## src/rtl/spi_cmd_parser_pkg.sv

```systemverilog
// Shared definitions for the memory-LCD command path: host opcodes and parser FSM states.
// The LCD scan engine imports the same opcodes so both sides agree on the protocol.
package spi_cmd_parser_pkg;

  localparam logic [7:0] CMD_WRITE_LINE = 8'h01;
  localparam logic [7:0] CMD_CLEAR      = 8'h02;
  localparam logic [7:0] CMD_REFRESH    = 8'h03;

  typedef enum logic [1:0] {
    ST_IDLE      = 2'd0,
    ST_LINE_ADDR = 2'd1,
    ST_DATA      = 2'd2,
    ST_DISCARD   = 2'd3
  } state_e;

endpackage

```

## src/rtl/sync_2ff.sv

```systemverilog
// Generic two-flop synchronizer for a single asynchronous control bit.
// RESET_VAL lets inactive-high signals such as chip selects start deasserted.
module sync_2ff #(
  parameter logic RESET_VAL = 1'b0
) (
  input  logic i_clk,
  input  logic i_reset,
  input  logic i_d,
  output logic o_q
);

  logic [1:0] sync_q;
  logic [1:0] sync_d;

  always_comb begin
    sync_d = {sync_q[0], i_d};
  end

  always_ff @(posedge i_clk or posedge i_reset) begin
    if (i_reset) sync_q <= {2{RESET_VAL}};
    else         sync_q <= sync_d;
  end

  assign o_q = sync_q[1];

endmodule

```

## src/rtl/spi_cmd_parser.sv

```systemverilog
// Decodes the SPI byte stream into frame-buffer writes and CLEAR/REFRESH requests.
// Every output is registered, one clock after the byte strobe that causes it.
module spi_cmd_parser
  import spi_cmd_parser_pkg::*;
#(
  parameter int LINES          = 240,
  parameter int BYTES_PER_LINE = 50,
  parameter int AW             = 14
) (
  input  logic          i_clk,
  input  logic          i_reset,
  input  logic [7:0]    i_rx_data,
  input  logic          i_rx_dataValid,
  input  logic          i_spi_nss,
  output logic          o_fb_wr_en,
  output logic [AW-1:0] o_fb_wr_addr,
  output logic [7:0]    o_fb_wr_data,
  output logic          o_line_done,
  output logic [7:0]    o_line_addr,
  output logic          o_clear_req,
  output logic          o_refresh_req,
  output logic          o_err
);

  localparam int               COL_W    = $clog2(BYTES_PER_LINE);
  localparam logic [COL_W-1:0] LAST_COL = COL_W'(BYTES_PER_LINE - 1);

  state_e           state_q, state_d;
  logic [COL_W-1:0] col_q, col_d;
  logic [AW-1:0]    base_q, base_d;
  logic             wr_en_q, wr_en_d;
  logic [AW-1:0]    wr_addr_q, wr_addr_d;
  logic [7:0]       wr_data_q, wr_data_d;
  logic             line_done_q, line_done_d;
  logic [7:0]       line_addr_q, line_addr_d;
  logic             clear_q, clear_d;
  logic             refresh_q, refresh_d;
  logic             err_q, err_d;
  logic             nss_s;
  logic             line_ok;
  logic             last_col;

  sync_2ff #(.RESET_VAL(1'b1)) u_nss_sync (
    .i_clk   (i_clk),
    .i_reset (i_reset),
    .i_d     (i_spi_nss),
    .o_q     (nss_s)
  );

  assign line_ok  = 32'(i_rx_data) < 32'(LINES);
  assign last_col = (col_q == LAST_COL);

  always_ff @(posedge i_clk or posedge i_reset) begin
    if (i_reset) state_q <= ST_IDLE;
    else         state_q <= state_d;
  end

  // A byte arriving together with nss_s wins; the abort is seen the cycle after.
  always_comb begin
    state_d = state_q;
    if (i_rx_dataValid) begin
      case (state_q)
        ST_IDLE: begin
          if (i_rx_data == CMD_WRITE_LINE)
            state_d = ST_LINE_ADDR;
          else if (i_rx_data != CMD_CLEAR && i_rx_data != CMD_REFRESH)
            state_d = ST_DISCARD;
        end
        ST_LINE_ADDR: state_d = line_ok ? ST_DATA : ST_DISCARD;
        ST_DATA:      if (last_col) state_d = ST_IDLE;
        default:      state_d = state_q;
      endcase
    end else if (nss_s) begin
      state_d = ST_IDLE;
    end
  end

  always_comb begin
    col_d       = col_q;
    base_d      = base_q;
    wr_en_d     = 1'b0;
    wr_addr_d   = wr_addr_q;
    wr_data_d   = wr_data_q;
    line_done_d = 1'b0;
    line_addr_d = line_addr_q;
    clear_d     = 1'b0;
    refresh_d   = 1'b0;
    err_d       = 1'b0;
    if (i_rx_dataValid) begin
      case (state_q)
        ST_IDLE: begin
          if (i_rx_data == CMD_CLEAR)        clear_d   = 1'b1;
          else if (i_rx_data == CMD_REFRESH) refresh_d = 1'b1;
          else if (i_rx_data != CMD_WRITE_LINE) err_d  = 1'b1;
        end
        ST_LINE_ADDR: begin
          if (line_ok) begin
            line_addr_d = i_rx_data;
            col_d       = '0;
            // The only multiply; the data path below just adds the column.
            base_d      = AW'(32'(i_rx_data) * 32'(BYTES_PER_LINE));
          end else begin
            err_d = 1'b1;
          end
        end
        ST_DATA: begin
          wr_en_d     = 1'b1;
          wr_addr_d   = base_q + AW'(col_q);
          wr_data_d   = i_rx_data;
          line_done_d = last_col;
          col_d       = last_col ? '0 : col_q + 1'b1;
        end
        default: ;
      endcase
    end else if (nss_s && (state_q == ST_LINE_ADDR || state_q == ST_DATA)) begin
      err_d = 1'b1;
      col_d = '0;
    end
  end

  always_ff @(posedge i_clk or posedge i_reset) begin
    if (i_reset) begin
      col_q       <= '0;
      base_q      <= '0;
      wr_en_q     <= 1'b0;
      wr_addr_q   <= '0;
      wr_data_q   <= '0;
      line_done_q <= 1'b0;
      line_addr_q <= '0;
      clear_q     <= 1'b0;
      refresh_q   <= 1'b0;
      err_q       <= 1'b0;
    end else begin
      col_q       <= col_d;
      base_q      <= base_d;
      wr_en_q     <= wr_en_d;
      wr_addr_q   <= wr_addr_d;
      wr_data_q   <= wr_data_d;
      line_done_q <= line_done_d;
      line_addr_q <= line_addr_d;
      clear_q     <= clear_d;
      refresh_q   <= refresh_d;
      err_q       <= err_d;
    end
  end

  assign o_fb_wr_en    = wr_en_q;
  assign o_fb_wr_addr  = wr_addr_q;
  assign o_fb_wr_data  = wr_data_q;
  assign o_line_done   = line_done_q;
  assign o_line_addr   = line_addr_q;
  assign o_clear_req   = clear_q;
  assign o_refresh_req = refresh_q;
  assign o_err         = err_q;

endmodule

```

## config.mk

```make
export PLATFORM = sky130hd
export DESIGN_NAME = spi_cmd_parser
export DESIGN_NICKNAME = d
export VERILOG_FILES = /design/src/rtl/spi_cmd_parser_pkg.sv /design/src/rtl/sync_2ff.sv /design/src/rtl/spi_cmd_parser.sv
export SDC_FILE = /design/constraint.sdc
export NUM_CORES = 1
export LEC_CHECK = 0
export CORE_UTILIZATION = 50
export CTS_CLUSTER_SIZE = 40
export DETAILED_ROUTE_END_ITERATION = 6
export PLACE_DENSITY = 0.77
export SLEW_MARGIN = 40
export SYNTH_ARGS = -nofsm -noshare
export SYNTH_HDL_FRONTEND = slang
export SYNTH_SLANG_ARGS = --single-unit
```

## constraint.sdc

```tcl
create_clock -name i_clk -period 1.8 [get_ports i_clk]
set_input_delay 0.18 -clock i_clk [delete_from_list [all_inputs] [get_ports i_clk]]
set_output_delay 0.18 -clock i_clk [all_outputs]
set_load 0.02 [all_outputs]
```

# ---- After elaboration in Yosys (flattened, before gate mapping)
# Index checks and enable logic that the tools add are counted.
dict set report op_classes {
  n_eq_ne 14
  addsub 2
  n_reduce_logical 10
  n_mul 1
  mux 30
  magnitude_cmp 1
}
# cell n
set ops {}
lappend ops {{$mux 6} 4}
lappend ops {{$mux 1} 18}
lappend ops {{$eq 8x2->1 const B} 2}
lappend ops {{$ne 8x2->1 const B} 2}
lappend ops {{$add 14x6->14} 1}
lappend ops {{$mul 8x5->13 const B} 1}
lappend ops {{$pmux 6 s2} 1}
lappend ops {{$mux 2} 5}
lappend ops {{$eq 8x1->1 const B} 1}
lappend ops {{$lt 8x8->1 const B} 1}
lappend ops {{$ne 8x1->1 const B} 1}
lappend ops {{$add 6x1->6 const B} 1}
lappend ops {{$eq 6x6->1 const B} 1}
lappend ops {{$ne 3x3->1 const B} 2}
lappend ops {{$pmux 2 s3} 1}
lappend ops {{$reduce_and 3->1} 2}
lappend ops {{$ne 4x1->1 const B} 1}
lappend ops {{$ne 4x4->1 const B} 1}
lappend ops {{$reduce_and 4->1} 1}
lappend ops {{$reduce_bool 2->1} 2}
lappend ops {{$ne 3x1->1 const B} 1}
lappend ops {{$eq 2x1->1 const B} 1}
lappend ops {{$eq 2x2->1 const B} 1}
lappend ops {{$logic_and 1x1->1} 2}
lappend ops {{4 further kinds} 4}
dict set report totals {
  register_bits 58
  in_bits 12
}

# ---- Logic depth before layout (Yosys ltp)
dict set report logic_depth {
  word_depth 6
  ltp_mapped 11
  depth_no_buf 11
}

# ---- By module
# Synthesis repeated with hierarchy kept, for this count alone.
dict set report unflattened {
  cells_unflattened 365
  hier_area_um2 3465.8
}
# module area_per_inst_um2 cells_per_inst seq_area_each_um2 instances
set modules_own_cells {}
lappend modules_own_cells {spi_cmd_parser 3409.5 362 1326.3 1}
lappend modules_own_cells {sync_2ff 56.3 3 52.6 1}

# ---- Worst setup path before layout
# OpenSTA, ideal clock, no wires.
dict set report synth_path {
  kind {input port to flip-flop}
  start {in i_rx_data[2]}
  end {reg base_q[12]}
  arrival_time_ps 2445
  setup_slack_ps -775
  stages 9
  required_ps 1669
  path_buffers 0
  setup_ps 131
  cell_sequence {inv_1 ha_1 ha_1 fa_1 ha_1 o21a_1 a2111oi_0 or4_1 nand3_1}
}
dict set report synth_via {
  elab_chain_cells 2
}
# element line
set synth_lines {}
lappend synth_lines {{from (decl)} spi_cmd_parser.sv:12} ;# input logic [7:0] i_rx_data,
lappend synth_lines {{branches (longest 2 deep; another with $mul 8x5->13)} -}
lappend synth_lines {{to (signal assigned)} spi_cmd_parser.sv:135} ;# base_q <= base_d;
lappend synth_lines {{to (decl)} spi_cmd_parser.sv:30} ;# logic [AW-1:0] base_q, base_d;
# Several ways; the timed one is not identified.
# A chain may end at the register's enable or synchronous reset.

# ---- Worst setup path in the final report
dict set report layout_path {
  start {in i_rx_data[4]}
  end {reg base_q[13]}
}
# The elaborated chain is that of the path after synthesis.

==> reports/qor.tcl <==
set qor(run_status) {finished, violations left}
set qor(violations) {setup timing}
set qor(crit-reg2reg-launch) {state_q[1]}
set qor(worst_ir_drop_vdd_mv) 0.867
set qor(cts.htree.levels) 2
set qor(period_share_pct) 124
set qor(wirelength_met1_um) 3950
set qor(crit_path_end_kind) {flip-flop}
set qor(maximum_number_of_pins_on_one_net_before_global_route_repair) 22
set qor(grt_first_pass_wirelength_um) 15800
set qor(path_class) {primary input to flip-flop}
set qor(grt-ovfl-total) 0
set qor(tns_setup_ps) -2030
set qor(fp.dieW_um) 85.3
set qor(post-place-ws_ps) -1300
set qor(setup-violations-final) 9
set qor(synthCells) 368
set qor(syn-num-nets) 429
set qor(path_cells) {buf_8 > ha_4 > ha_4 > inv_2 > fa_1 > inv_2 > ha_4 > buf_6 > a21oi_4 > a211oi_2 > or3_1 > a31oi_1}
set qor(initial_utilization_pct) 53.1
set qor(setup_ws_ps) -429
set qor(clock_path_buffers) 2
set qor(synth.ff_latch_count) 55
set qor(dr_total_vias) 3306
set qor(max_slew.worst_pin.slew_ps) 549
set qor(maxClockFrequency_mhz) 449
set qor(place_inst) 543
set qor(synth_cell_types) 50
set qor(diodes) 0
set qor(routabilityCongestion) 0.914
set qor(critical_path_start_type) {primary input}
set qor(design.die.area_um2) 7280
set qor(rsz0062_at_grt) {true}
set qor(post-route-drc-count) 0
set qor(syn_area_um2) 3470
set qor(critical_path.max_stage_delay_ps) 490
set qor(wirelength_um) 9920
set qor(cts.reportedPaths.clkPinSlew_ps) 100
set qor(fillCellCount) 396
set qor(timing.final.hold_violations) 0
set qor(worstPathBufferInverterCount) 4
set qor(drt.antenna.violating_nets) 0
set qor(placement_rows) 29
set qor(p_leak_nw) 2.29
set qor(timing.hold.ws_ps) 149
set qor(cp_top_family) {adder cells}
set qor(async_flop_share_pct) 100
set qor(io_buffer_count) 46
set qor(grt_pass1_vias) 3364
set qor(p_per_area_nw_per_um2) 1220
set qor(cap_violations) 0
set qor(drv_slew) 0
set qor(worstSkewPairLatency_ps) 320
set qor(yosys_most_used_dff) {dfrtp_1}
set qor(cts.root.buffer_cell) {clkbuf_8}
set qor(arrival_time_at_the_worst_endpoint_ps) 2470
set qor(finalNetCount) 543
set qor(min_period_ps) 2230
set qor(routed_via_density) 5.90
set qor(critical_path.startpoint) {i_rx_data[4]}
set qor(share_of_post_route_cells_with_drive_strength_above_1_pct) 32.5
set qor(drt_iter0_drc) 142
set qor(die_height_um) 85.3
set qor(finClkSkew_ps) 7.67
set qor(timing.slew.headroom_pct) 62.9
set qor(max_fanout_on_critical_path) 3
set qor(synth-warning-count) 0
set qor(met2_wirelength_um) 5140
set qor(tritoncts_clock_tree) {yes}
set qor(place_area_um2) 4630
set qor(finalInstanceArea_um2) 5210
set qor(worst_path_max_delay_cell) {fa_1}
set qor(synth-seq-area-share_pct) 39.7
set qor(cts-hold-fix-buffers) 0
set qor(syn_area_per_cell_um2) 9.43
set qor(syn2layout_area_growth_pct) 50.1
set qor(number_of_buffers_created_by_cts) 5
set qor(avgRoutedWirePerCell_um) 17.7
set qor(detailroute.wirelength.met3_um) 493
set qor(critical_path_required_ps) 2040
set qor(grtUsageTotal_pct) 27.7
set qor(grt_antenna_before_repair) 0
set qor(layout_common_cells) {buf_4, nand2_1, dfrtp_1}
set qor(design.core.area_um2) 6530
set qor(highest_metal_layer_with_signal_wires) {met4}
set qor(hold_path_class) {primary input to asynchronous set/reset pin}
set qor(layout.cells.most_common) {buf_4}
set qor(synth_enable_flop_cells) 0
set qor(cp_common_cell) {ha_4}
set qor(cts_num_sinks) 55
set qor(stdcell_count) 560
set qor(final_hpwl_dp_um) 6630
set qor(drtPass1Iterations) 5
set qor(design.portCount) 47
state kept, by name, summed over array words and instances (netlist names), 2 cells and up:
name,count
base_q,10
o_fb_wr_data,8
col_q,6
state_q,2
o_fb_wr_addr,14
o_line_addr,8
u_nss_sync.sync_q,2
cell type report:
class,count,area [µm²],share of cell area (%)
multi-input combinational,271,2430,46.7
sequential,55,1380,26.5
timing repair buffer,121,1080,20.8
inverter,28,123,2.36
tap,77,96.3,1.85
clock buffer,7,86.3,1.66
clock inverter,1,8.76,0.168
kinds of logic after synthesis:
kind of cell,share of synthesized area [%]
and+or+nand+nor,15.5
xor gates and xnor gates,1.51
DFF,39.7
adders and majority gates,18.5
AOI/OAI and AO/OA,18.4
muxes,0.866
buffers and inverters,5.41
worst paths after layout:
check | depth (start not counted) | to | slack, ps
min in group i_clk | 4 | o_line_addr[3] | 250
min reg2reg | 0 | u_nss_sync.sync_q[1] | 370
min | 2 | o_fb_wr_addr[1] | 150
max reg2reg | 6 | base_q[10] | -130
max in group asynchronous | 3 | u_nss_sync.sync_q[0] | 1130
max | 12 | base_q[13] | -430
report_power, final:
part	switching (mW)	internal [mW]
clock	0.419	0.317
combinational	1.82	1.73
sequential	0.342	1.70
total	2.58	3.75
per-layer routing:
layer	vias to the layer above	GRT usage (%)
met5	-	0
met4	0	11.8
met3	37	4.18
met2	136	49.3
met1	1588	33.4
li1	1545	-
metrics by stage:
stage / total power [mW] / util (%)
after global placement: 4.97 / 71.0
final: 6.33 / 79.7
after CTS: 6.05 / 76.7
after detailed placement: 5.07 / 71.0
after floorplan: 3.72 / -
after global routing: 6.75 / 79.7
synth_stat cells (3+ instances only):
cell | instances | area (µm²)
nand2_1 | 61 | 229
dfrtp_1 | 53 | 1330
ha_1 | 45 | 563
o21ai_0 | 35 | 175
inv_1 | 28 | 105
a21oi_1 | 14 | 70.1
nor2_1 | 12 | 45.0
nand3_1 | 11 | 55.1
a211oi_1 | 6 | 45.0
clkbuf_1 | 6 | 22.5
nand4_1 | 6 | 37.5
o211ai_1 | 6 | 45.0
a21o_1 | 5 | 37.5
o21a_1 | 5 | 37.5
or4_1 | 5 | 37.5
buf_4 | 4 | 30.0
fa_1 | 4 | 80.1
o2111ai_1 | 4 | 35.0
a2111o_1 | 3 | 33.8
a211o_1 | 3 | 26.3
a31oi_1 | 3 | 18.8
and3_1 | 3 | 18.8
mux2i_1 | 3 | 30.0
or3_1 | 3 | 18.8
xnor2_1 | 3 | 26.3
xor2_1 | 3 | 26.3
timing repair:
| item | CTS | global route |
|---|---|---|
| pin swaps | 28 | 33 |
| gates resized for setup | 64 | 46 |
| setup buffers | 4 | 9 |
| setup endpoints to repair | 14 | 20 |
worst reg2reg max path, cell delays in order (launching register included):
cell     delay (ps)
dfrtp_1         400
inv_1           100
ha_1            270
nand2_1         120
or2_1           330
or4_1           550
nand3_2         100
(Power assumes the default switching activity.)
